File: config.mk
export PLATFORM = sky130hd
export DESIGN_NAME = adder_arbiter
export DESIGN_NICKNAME = d
export VERILOG_FILES = /design/src/rtl/adder_arbiter.sv
export SDC_FILE = /design/constraint.sdc
export NUM_CORES = 1
export LEC_CHECK = 0
export CAP_MARGIN = 0
export CORE_MARGIN = 4
export CORE_UTILIZATION = 42
export DETAILED_ROUTE_END_ITERATION = 12
export GPL_TIMING_DRIVEN = 0
export PLACE_DENSITY = 0.81
export SLEW_MARGIN = 20
export SYNTH_ARGS = -nofsm -noshare
export SYNTH_HDL_FRONTEND = slang
export SYNTH_SLANG_ARGS = --single-unit
File: constraint.sdc
create_clock -name clk -period 1.8 [get_ports clk]
set_clock_uncertainty 0.15 [all_clocks]
set_input_delay 0.36 -clock clk [delete_from_list [all_inputs] [get_ports clk]]
set_output_delay 0.36 -clock clk [all_outputs]
set_load 0.02 [all_outputs]
File: src/rtl/adder_arbiter.sv
// adder_arbiter: one WIDTH-bit adder shared by two requesters.
// A round-robin pointer breaks ties. Each operation takes three cycles:
// grant and latch, add, respond.
//
// state | meaning
// IDLE  | waiting for a request; operands are latched on the grant edge
// ADD   | latched operands are summed into s/ovf
// RESP  | the one-cycle ack for the granted requester is produced

module adder_arbiter #(
    parameter int WIDTH = 8
) (
    input  logic             clk,
    input  logic             rst,
    input  logic             req0,
    input  logic [WIDTH-1:0] a0,
    input  logic [WIDTH-1:0] b0,
    input  logic             req1,
    input  logic [WIDTH-1:0] a1,
    input  logic [WIDTH-1:0] b1,
    output logic             ack0,
    output logic             ack1,
    output logic [WIDTH-1:0] s,
    output logic             ovf,
    output logic             busy
);

    typedef enum logic [1:0] {
        IDLE = 2'd0,
        ADD  = 2'd1,
        RESP = 2'd2
    } state_t;

    state_t           r_state;
    state_t           w_next_state;
    logic             r_gnt;        // requester currently being served
    logic             r_last;       // requester granted most recently
    logic [WIDTH-1:0] r_op_a;
    logic [WIDTH-1:0] r_op_b;
    logic [WIDTH-1:0] r_s;
    logic             r_ovf;
    logic             r_ack0;
    logic             r_ack1;

    logic             w_grant_valid;
    logic             w_grant_id;
    logic [WIDTH:0]   w_sum;

    // Next-state logic and arbitration; a tie goes to the requester not served last
    always_comb begin
        w_next_state  = r_state;
        w_grant_valid = 1'b0;
        w_grant_id    = 1'b0;
        case (r_state)
            IDLE: begin
                if (req0 && req1) begin
                    w_grant_valid = 1'b1;
                    w_grant_id    = ~r_last;
                end else if (req0) begin
                    w_grant_valid = 1'b1;
                    w_grant_id    = 1'b0;
                end else if (req1) begin
                    w_grant_valid = 1'b1;
                    w_grant_id    = 1'b1;
                end
                if (w_grant_valid) begin
                    w_next_state = ADD;
                end
            end
            ADD:     w_next_state = RESP;
            RESP:    w_next_state = IDLE;
            default: w_next_state = IDLE;
        endcase
    end

    assign w_sum = {1'b0, r_op_a} + {1'b0, r_op_b};

    // State register, operand latch, result register and ack pulses.
    // r_last resets to 1 so that the first tie after reset goes to requester 0.
    // The ack is registered on the RESP edge, so it stays high for the cycle after RESP.
    always_ff @(posedge clk) begin
        if (rst) begin
            r_state <= IDLE;
            r_gnt   <= 1'b0;
            r_last  <= 1'b1;
            r_op_a  <= '0;
            r_op_b  <= '0;
            r_s     <= '0;
            r_ovf   <= 1'b0;
            r_ack0  <= 1'b0;
            r_ack1  <= 1'b0;
        end else begin
            r_state <= w_next_state;
            r_ack0  <= 1'b0;
            r_ack1  <= 1'b0;
            if (r_state == IDLE && w_grant_valid) begin
                r_gnt  <= w_grant_id;
                r_last <= w_grant_id;
                r_op_a <= w_grant_id ? a1 : a0;
                r_op_b <= w_grant_id ? b1 : b0;
            end
            if (r_state == ADD) begin
                {r_ovf, r_s} <= w_sum;
            end
            if (r_state == RESP) begin
                r_ack0 <= ~r_gnt;
                r_ack1 <= r_gnt;
            end
        end
    end

    assign ack0 = r_ack0;
    assign ack1 = r_ack1;
    assign s    = r_s;
    assign ovf  = r_ovf;
    assign busy = (r_state != IDLE);

endmodule

## Word level (Yosys, flattened, before mapping)

Index checks and enable logic that the tools add are counted.

| word-level totals | value |
|---|---|
| bits in registers | 31 |
| input port bits | 36 |
| word-level logic and storage cells | 33 |

| cells by class | value |
|---|---|
| $add $sub $neg | 1 |
| equal/unequal tests | 3 |
| multiplexer cells | 12 |
| bitwise gates (word level) | 3 |
| reduce and logical (&&, ||, !) cells | 5 |

Operators by type and width:

| operator | count |
|---|---|
| 8-bit two-way mux | 2 |
| 8-bit by 8-bit adder with 9-bit output | 1 |
| 1-bit two-way mux | 8 |
| 2-bit one-hot mux with 2 select lines | 1 |
| 1-bit inverter | 3 |
| 2-bit by 1-bit == test with 1-bit output, second input constant | 1 |
| 2-bit == test, second input constant | 1 |
| 1-bit logical AND | 2 |
| 2-bit logical NOT | 1 |
| 2-bit two-way mux | 1 |
| 2-bit by 1-bit != test with 1-bit output, second input constant | 1 |
| 2-bit nonzero test | 1 |
| 2-bit OR reduction | 1 |

## Logic depth before layout (Yosys ltp)

Gate-level depths: netlist of run 1.

| logic depth | value |
|---|---|
| word-level depth | 6 |
| depth in mapped cells | 6 |
| depth with buffers taken out | 6 |

## Worst setup path before layout of run 1

No wires, ideal clock.

| timing | value |
|---|---|
| path kind | register to register |
| start | reg r_op_a[0] |
| end | reg r_s[6], in the netlist s[6] |
| library setup time | 0.079 ns |
| data arrival time | 1.589 ns |
| data required time | 1.571 ns |
| setup slack | -0.018 ns |
| stages on the path, launching flop included | 7 |
| period minus slack after synthesis | 1.818 ns |
| cell sequence | dfxtp_1 ha_1 fa_1 a21o_1 a211o_1 a21o_1 o211ai_1 |

| on the way | value |
|---|---|
| cells in the longest elaborated chain, start to end | 1 |

Ends and longest elaborated chain:

| what | RTL line | text |
|---|---|---|
| from (decl) | 38 | `logic [WIDTH-1:0] r_op_a;` |
| from (signal assigned) | 99 | `r_op_a <= w_grant_id ? a1 : a0;` |
| 8-bit by 8-bit adder with 9-bit output | 76 | `assign w_sum = {1'b0, r_op_a} + {1'b0, r_op_b};` |
| to (signal assigned) | 103 | `{r_ovf, r_s} <= w_sum;` |
| to (decl) | 40 | `logic [WIDTH-1:0] r_s;` |

No other way between the ends.
A chain may end at the register's enable or synchronous reset.

## Worst setup path in the final report of run 1

Same ends and word-level chain as after synthesis.

==> reports/qor.yml, run 1 <==
status: "complete, no violations"
syn_area_sq_um: 1560
drc: 0
ioPinCount: 48
hold_path_class: "reg2reg"
relSlewSlack: 0.705
synth_edf_count: 0
fmax_mhz: 556
yosys.area.top_type: "dfxtp_1"
worst_pin_slew_ns: 0.443
root_buffer: "clkbuf_8"
use_met2: 0.236
crit_slowest_cell: "dfxtp_2"
start_util: 0.451
rsz0062_at_grt: "true"
start_kind: "flop"
dieArea_sq_um: 4760
wirelength_mm: 3.69
syn_inst: 171
clk_latency_ns: 0.28
syn_nets: 216
synth.most_common_cell: "dfxtp_1"
maxCapViolations: 0
post_synth_most_frequent_cells: "31 x dfxtp_1, 20 x nor2_1, 18 x a211oi_1, 16 x mux2i_1, 14 x nand2_1"
die_width_microns: 69
arrival_ns: 1.86
critical_path_class: "reg2reg"
synth_top_flop_cell: "dfxtp_1"
portBuffers: 47
seq_area_frac_synth: 0.397
max_stage_delay_ns: 0.34
async_flop_share: 0
hold_viol: 0
wl_per_cell_microns: 13.5
first_pass_iters: 4
numCtsBuffers: 5
cts-htree-levels: 2
nNetsFinal: 271
end_kind: "flop"
power-per-cell-area_nw_per_um2: 863
vias_per_cell: 5.30
synthDistinctLibCells: 37
vias: 1447
p_leak_nw: 0.968
grt_pass1_vias: 1228
fin_crit_ns: 1.80
ys_ff_latch: 31
finalPower_mw: 1.93
vdd_drop_max_v: 0.000387
crit_path_cell_trace: "ha_4 -> fa_2 -> a21o_1 -> a211o_1 -> a21o_1 -> o211ai_1"
drive_above_1_share: 0.119
path_max_fanout: 2
antenna_found_initial: 0
grt_usage: 0.144
grt_max_degree: 11
hpwl_mm: 2.74
antenna_left: 0
clkTransAtPathRegs_ns: 0.06
setup_violations: 0
cts_tree: "yes"
synth_area_per_cell_sq_um: 9.14
gp_congestion: 0.904
globalRouteMet3Util: 0.0407
grt.overflow.total: 0
final_max_slew_viol_count: 0
cp.required_ns: 1.86
met1_usage: 0.174
synth_top_area_frac: 0.397
num_rows: 21
yosys_warnings: 0
fillCellCount: 318
syn_to_final_growth_pct: 43.5
core-area_sq_um: 3470
antenna_cells: 0
grt_pass1_wl_mm: 5.55
synth.area.top_cells: "dfxtp_1 40%, mux2i_1 10%, a211oi_1 8.6%"
clock-sinks: 31
die_y_microns: 69
grt-busiest-layer: "met2"
cpMostUsedCell: "a21o_1"
drtIter0Drc: 105
finalCritPeriodShare: 0.999
ctsHoldBuffers: 0
setup-tns-final_ns: 0
clk_path_buf_depth: 2
[layer usage]
| layer | part of all wire | wire length (microns) |
|---|---|---|
| met5 | 0 | 0 |
| met4 | 0.022 | 81 |
| met3 | 0.063 | 234 |
| met2 | 0.46 | 1720 |
| met1 | 0.45 | 1660 |
[report_power, final]
part / switching, mW / internal [mW] / leakage [nW]
clock: 0.242 / 0.348 / 0.0515
sequential: 0.0460 / 0.759 / 0.256
combinational: 0.267 / 0.272 / 0.660
total: 0.555 / 1.38 / 0.968
[stage by stage]
step	instance area, sq um	hold WS [ns]	instances	setup slack (ns)	util
floorplan	1570	0.265	171	0.0314	-
global placement	2090	0.288	264	-0.265	0.604
detailed placement	2090	0.297	264	-0.308	0.604
CTS	2190	0.306	272	0.00153	0.633
global route	2240	0.338	273	-0.0376	0.646
finish	2240	0.304	273	0.00237	0.646
[flip-flops by register name, summed over array words and instances (netlist names)]
| name | cells |
|---|---|
| ack0 | 1 |
| s | 8 |
| ack1 | 1 |
| r_gnt | 1 |
| r_last | 1 |
| r_state | 2 |
| r_op_a | 8 |
| ovf | 1 |
| r_op_b | 8 |
[cell type report]
type / instances / area (sq um) / share of cell area
Buffer: 10 / 70.1 / 0.0313
Clock buffer: 8 / 100 / 0.0446
Sequential cell: 31 / 623 / 0.278
Tap cell: 46 / 57.6 / 0.0257
Inverter: 3 / 11.3 / 0.00502
Timing Repair Buffer: 48 / 477 / 0.213
Multi-Input combinational cell: 127 / 903 / 0.403
[final timing paths]
path                            slack, ns  cells past startpoint                   start                end
worst max-delay path                0.002                      6  r_op_a[0]$_SDFFE_PP0P_  s[6]$_SDFFE_PP0N_
worst max register to register      0.002                      6  r_op_a[0]$_SDFFE_PP0P_  s[6]$_SDFFE_PP0N_
worst min-delay path                 0.30                      2       s[3]$_SDFFE_PP0N_  s[3]$_SDFFE_PP0N_
worst min register to register       0.30                      2       s[3]$_SDFFE_PP0N_  s[3]$_SDFFE_PP0N_
[what timing repair did]
action / CTS / global route
gates resized for setup: 2 / 13
endpoints found under the setup margin: 4 / 25
buffers inserted: 0 / 1
pin swaps: 3 / 1
[cell families (layout without fill, tap and decap cells)]
| logic type | after synthesis | count (layout) | share of synthesized area |
|---|---|---|---|
| mux | 16 | 16 | 0.102 |
| buf+inv | 13 | 69 | 0.0504 |
| simple gates | 55 | 55 | 0.171 |
| flops | 31 | 31 | 0.397 |
| compound gates | 45 | 45 | 0.191 |
| fa+ha+maj | 9 | 9 | 0.0769 |
| xor+xnor | 2 | 2 | 0.0112 |
[critical path, delay by kind of cell, from the launching register on]
kind | cells | cell delay [ns]
adders and majority gates | 2 | 0.50
AOI/OAI and AO/OA | 4 | 0.73
DFF | 1 | 0.34
[cells in the final DEF, fill, tap and decap left out, types with 3 or more instances in the layout]
cell type / n
a21o_1: 3
nand2_1: 13
nand3_1: 4
a21oi_1: 10
nor2_1: 20
a211oi_1: 18
inv_1: 3
clkbuf_1: 3
clkdlybuf4s50_1: 46
o21ai_0: 5
ha_1: 6
dfxtp_1: 29
mux2i_1: 16
clkbuf_8: 7
No activity file was read; power rests on OpenSTA's default activity.
==> inputs of run 2 (changes only) <==
--- a/config.mk
+++ b/config.mk
@@ -7,10 +7,10 @@
 export LEC_CHECK = 0
 export CAP_MARGIN = 0
 export CORE_MARGIN = 4
-export CORE_UTILIZATION = 42
+export CORE_UTILIZATION = 40
 export DETAILED_ROUTE_END_ITERATION = 12
 export GPL_TIMING_DRIVEN = 0
-export PLACE_DENSITY = 0.81
+export PLACE_DENSITY = 0.78
 export SLEW_MARGIN = 20
 export SYNTH_ARGS = -nofsm -noshare
 export SYNTH_HDL_FRONTEND = slang
==> run 2 against run 1 <==
  * The run now ends with setup timing left
  * Count of clock-buffer cells in the layout down 2
  * Cell count up 0.37%
  * Non-clock buffer count increased by 1
  * First-iteration DRC count down 22%
  * Cell area is 1.2% lower
  * Sequential share of layout area grew 0.33 points
  * Fmax shrank 0.73%
  * Worst hold slack got worse by 0.0011 ns
  * Global-route usage grew 0.64 points
  * Highest routed layer unchanged
==> reports/qor.yml, run 2 (synthesis gave the netlist of run 1 again) <==
status: "finished, violations left"
failed_checks: "setup timing"
clock-sinks: 31  # unchanged
crit_family: "compound AO/OA/AOI/OAI gates"
crit_path_cell_trace: "ha_4 -> fa_2 -> a21o_1 -> a211o_1 -> a21o_1 -> o211ai_1"
die_y_microns: 70.5  # +2.2%
ioPinCount: 48  # unchanged
clk_latency_ns: 0.28  # about the same
first_pass_iters: 4  # unchanged
vdd_drop_max_v: 0.000459  # +19%
grt_pass1_wl_mm: 6.01  # +8.3%
finalPower_mw: 1.82  # -5.7%
die_width_microns: 70.5  # +2.2%
rsz0062_at_grt: "true"
grt_pass1_vias: 1353  # +10%
relSlewSlack: 0.702  # -0.00263
numCtsBuffers: 5  # unchanged
final_max_slew_viol_count: 0  # unchanged
finalCritPeriodShare: 1.01  # +0.00735
cp.required_ns: 1.86  # about the same
end_kind: "flop"
path_buf_inv: 0  # unchanged
maxCapViolations: 0  # unchanged
path_max_fanout: 2  # unchanged
antenna_cells: 0  # unchanged
final_cell_mix: "46 x clkdlybuf4s50_1, 29 x dfxtp_1, 20 x nor2_1"
syn_to_final_growth_pct: 41.8
place_inst: 266  # +0.76%
nNetsFinal: 272  # +0.37%
core-area_sq_um: 3720  # +7.1%
start_kind: "flop"
antenna_found_initial: 0  # unchanged
mostFrequentLayoutCell: "clkdlybuf4s50_1"
drive_above_1_share: 0.106  # -0.0127
root_buffer: "clkbuf_8"
fmax_mhz: 552  # -0.73%
start_util: 0.421  # -0.0300
setup_ws_ns: -0.0109  # -0.0132 ns
crit_slowest_cell: "dfxtp_2"
cpMostUsedCell: "a21o_1"
wirelength_mm: 3.59  # -2.6%
critical_path_class: "reg2reg"
num_rows: 22  # +4.8%
portBuffers: 47  # unchanged
cts_tree: "yes"
vias_per_cell: 5.23  # -1.3%
hpwl_mm: 2.71  # -0.83%
clk_path_buf_depth: 2  # unchanged
antenna_left: 0  # unchanged
grt_max_degree: 11  # unchanged
wl_per_cell_microns: 13.1  # -3.0%
grt_usage: 0.150  # +0.00638
drtIter0Drc: 82  # -22%
vias: 1433  # -0.97%
drc: 0  # unchanged
power-per-cell-area_nw_per_um2: 823  # -4.6%
grt.overflow.total: 0  # unchanged
worst_pin_slew_ns: 0.447  # +0.00395 ns
clkTransAtPathRegs_ns: 0.06  # about the same
arrival_ns: 1.87  # about the same
hold_viol: 0  # unchanged
p_leak_nw: 0.958  # -1.0%
max_stage_delay_ns: 0.34  # about the same
dieArea_sq_um: 4970  # +4.4%
hold_path_class: "reg2reg"
layout.cells.non_filler: 274  # +0.37%
setup_violations: 1  # +1
cts-htree-levels: 2  # unchanged
fin_crit_ns: 1.81  # +0.0132 ns
gp_congestion: 0.855  # -5.4%
run 2: cell types whose count changed in the layout (fill, tap and decap cells not counted):
cell / before / now
nand3_2: 2 / 1
a21oi_2: 2 / 1
nand3_1: 4 / 5
clkbuf_8: 7 / 5
a21oi_1: 10 / 11
buf_4: 2 / 3
run 2: what timing repair did:
action,4_1_cts,5_1_grt
buffers inserted,1,1
endpoints found under the setup margin,5,25
pin swaps,5,3
resized for setup,4,9
gates cloned,0,0
hold buffers,0,0
run 2: per-layer routing:
layer	vias up	global-route usage	wire, microns
met1	642	0.185	1640
met3	6	0.0475	295
met2	53	0.238	1590
met5	-	0	0
met4	0	0.0702	73
li1	732	-	-
run 2: final timing paths:
path                                             start                end  slack [ns]  depth (start not counted)
worst max-delay path            r_op_a[0]$_SDFFE_PP0P_  s[6]$_SDFFE_PP0N_       -0.01                          6
worst min-delay path                r_gnt$_SDFFE_PP0P_    ack0$_SDFF_PP0_        0.30                          1
worst max register to register  r_op_a[0]$_SDFFE_PP0P_  s[6]$_SDFFE_PP0N_       -0.01                          6
worst min register to register      r_gnt$_SDFFE_PP0P_    ack0$_SDFF_PP0_        0.30                          1
run 2: power by group:
part / switching [mW] / leakage (nW) / internal (mW)
combinational: 0.261 / 0.665 / 0.271
clock: 0.227 / 0.0371 / 0.257
sequential: 0.0477 / 0.256 / 0.759
total: 0.536 / 0.958 / 1.29
run 2: per-stage QoR:
stage	area, sq um	utilization	hold WS (ns)	setup slack [ns]	setup TNS [ns]
4_1_cts	2190	0.589	0.306	0.00169	0
2_1_floorplan	1570	-	0.265	0.0314	0
3_5_place_dp	2100	0.564	0.297	-0.273	-5.26
5_1_grt	2220	0.596	0.339	-0.0567	-0.0775
3_3_place_gp	2100	0.564	0.291	-0.279	-5.38
6_report	2220	0.596	0.303	-0.0109	-0.0109
run 2: layout make-up:
cell class | instances | area (sq um)
buffer | 10 | 70.1
clock buffer | 6 | 72.6
fill | 337 | 1500
inverter | 3 | 11.3
multi-input combinational | 127 | 895
sequential | 31 | 623
tap | 48 | 60.1
timing repair buffer | 49 | 484
==> inputs of run 3 (changes only) <==
--- a/config.mk
+++ b/config.mk
@@ -5,6 +5,7 @@
 export SDC_FILE = /design/constraint.sdc
 export NUM_CORES = 1
 export LEC_CHECK = 0
+export ABC_CLOCK_PERIOD_IN_PS = 1800
 export CAP_MARGIN = 0
 export CORE_MARGIN = 4
 export CORE_UTILIZATION = 40
@@ -15,3 +16,4 @@
 export SYNTH_ARGS = -nofsm -noshare
 export SYNTH_HDL_FRONTEND = slang
 export SYNTH_SLANG_ARGS = --single-unit
+export TNS_END_PERCENT = 1
==> run 3 against run 2 <==
  * The run still ends with setup timing left
  * Utilization decreased by 1.2 points
  * Setup slack got worse by 0.034 ns
  * Routed wire length decreased by 2.4%
  * Critical path depth is the same
  * Total power shrank 1.5%
  * Critical path type unchanged
  * Critical endpoint unchanged
  * Largest cell class unchanged
==> reports/qor.yml, run 3 (synthesis gave the netlist of run 1 again) <==
root_buffer: "clkbuf_8"
final_cell_mix: "46 x clkdlybuf4s50_1, 31 x dfxtp_1, 20 x nor2_1"
drtIter0Drc: 66  # -20%
hold_path_class: "reg2reg"
grt_pass1_vias: 1349  # -0.30%
mostFrequentLayoutCell: "clkdlybuf4s50_1"
finalCritPeriodShare: 1.02  # +0.0187
relSlewSlack: 0.678  # -0.0235
clk_latency_ns: 0.28  # about the same
start_kind: "flop"
fin_crit_ns: 1.84  # +0.0336 ns
syn_to_final_growth_pct: 38.9
start_util: 0.421  # unchanged
dieArea_sq_um: 4970  # unchanged
setup_ws_ns: -0.0444  # -0.0336 ns
die_width_microns: 70.5  # unchanged
setup-tns-final_ns: -0.0524  # -0.0416 ns
clock-sinks: 31  # unchanged
p_leak_nw: 0.942  # -1.7%
first_pass_iters: 4  # unchanged
core-area_sq_um: 3720  # unchanged
setup_violations: 2  # +1
antenna_found_initial: 0  # unchanged
num_rows: 22  # unchanged
arrival_ns: 1.90  # +0.03 ns
grt_usage: 0.148  # -0.00208
crit_path_cell_trace: "ha_2 -> fa_2 -> a21o_1 -> a211o_1 -> a21o_1 -> o211ai_1"
failed_checks: "setup timing"
vias_per_cell: 5.24  # +0.24%
cts_tree: "yes"
grt_pass1_wl_mm: 5.95  # -1.0%
gp_congestion: 0.855  # unchanged
cp.required_ns: 1.85  # about the same
pre_cts_ws_ns: -0.273  # unchanged
fin_util: 0.584  # -0.0121
cts-htree-levels: 2  # unchanged
antenna_left: 0  # unchanged
end_kind: "flop"
worst_pin_slew_ns: 0.482  # +0.0353 ns
layout.cells.non_filler: 272  # -0.73%
max_stage_delay_ns: 0.36  # +0.02 ns
power-per-cell-area_nw_per_um2: 827  # +0.55%
maxCapViolations: 0  # unchanged
wl_per_cell_microns: 12.9  # -1.7%
hpwl_mm: 2.71  # unchanged
die_y_microns: 70.5  # unchanged
grt_max_degree: 11  # unchanged
numCtsBuffers: 5  # unchanged
clkTransAtPathRegs_ns: 0.06  # about the same
rsz0062_at_grt: "true"
antenna_cells: 0  # unchanged
drc: 0  # unchanged
status: "finished, violations left"
fmax_mhz: 542  # -1.8%
path_max_fanout: 2  # unchanged
portBuffers: 47  # unchanged
vdd_drop_max_v: 0.000457  # -0.45%
hold_viol: 0  # unchanged
nNetsFinal: 270  # -0.74%
vias: 1426  # -0.49%
drive_above_1_share: 0.0714  # -0.0348
place_inst: 266  # unchanged
post_cts_buffers: 0  # -1
crit_slowest_cell: "fa_2"
critical_path_class: "reg2reg"
clk_path_buf_depth: 2  # unchanged
ioPinCount: 48  # unchanged
cpMostUsedCell: "a21o_1"
grt.overflow.total: 0  # unchanged
final_max_slew_viol_count: 0  # unchanged
wirelength_mm: 3.51  # -2.4%
run 3: cell type report:
cell class                 count  area [sq um]
sequential                    31           621
clock buffer                   6          72.6
tap                           48          60.1
fill                         341          1550
buffer                        10          68.8
timing repair buffer          47           469
multi-input combinational    127           868
inverter                       3          11.3
run 3: worst max-delay path: cells and delay by family (launching register included):
kind / cells / cell delay (ns)
AOI/OAI and AO/OA: 4 / 0.74
adders and majority gates: 2 / 0.57
DFF: 1 / 0.32
run 3: report_power, final:
part           internal (mW)  switching (mW)
clock                  0.256           0.223
sequential             0.758          0.0440
combinational          0.261           0.254
run 3: metal layers:
layer / routed length [microns] / track usage / up-vias
li1: - / - / 727
met1: 1600 / 0.181 / 637
met2: 1530 / 0.236 / 56
met3: 302 / 0.0475 / 6
met4: 71 / 0.0702 / 0
met5: 0 / 0 / -
run 3: final timing paths:
| path | cells after the start | startpoint | slack [ns] | to |
|---|---|---|---|---|
| worst min-delay path | 2 | s[1]$_SDFFE_PP0N_ | 0.30 | s[1]$_SDFFE_PP0N_ |
| worst max-delay path | 6 | r_op_a[0]$_SDFFE_PP0P_ | -0.04 | s[6]$_SDFFE_PP0N_ |
| worst max register to register | 6 | r_op_a[0]$_SDFFE_PP0P_ | -0.04 | s[6]$_SDFFE_PP0N_ |
| worst min register to register | 2 | s[1]$_SDFFE_PP0N_ | 0.30 | s[1]$_SDFFE_PP0N_ |
run 3: stage by stage:
stage / hold WS [ns] / power [mW] / instance area, sq um
floorplan: 0.265 / 1.13 / 1570
global placement: 0.291 / 1.32 / 2100
detailed placement: 0.297 / 1.33 / 2100
CTS: 0.306 / 1.81 / 2170
global route: 0.339 / 1.90 / 2170
finish: 0.303 / 1.80 / 2170
run 3: what timing repair did:
item | in CTS | in global routing
pin swaps | 2 | 0
endpoints found under the setup margin | 5 | 25
hold buffers | 0 | 0
gates resized for setup | 2 | 2
cloned | 0 | 0
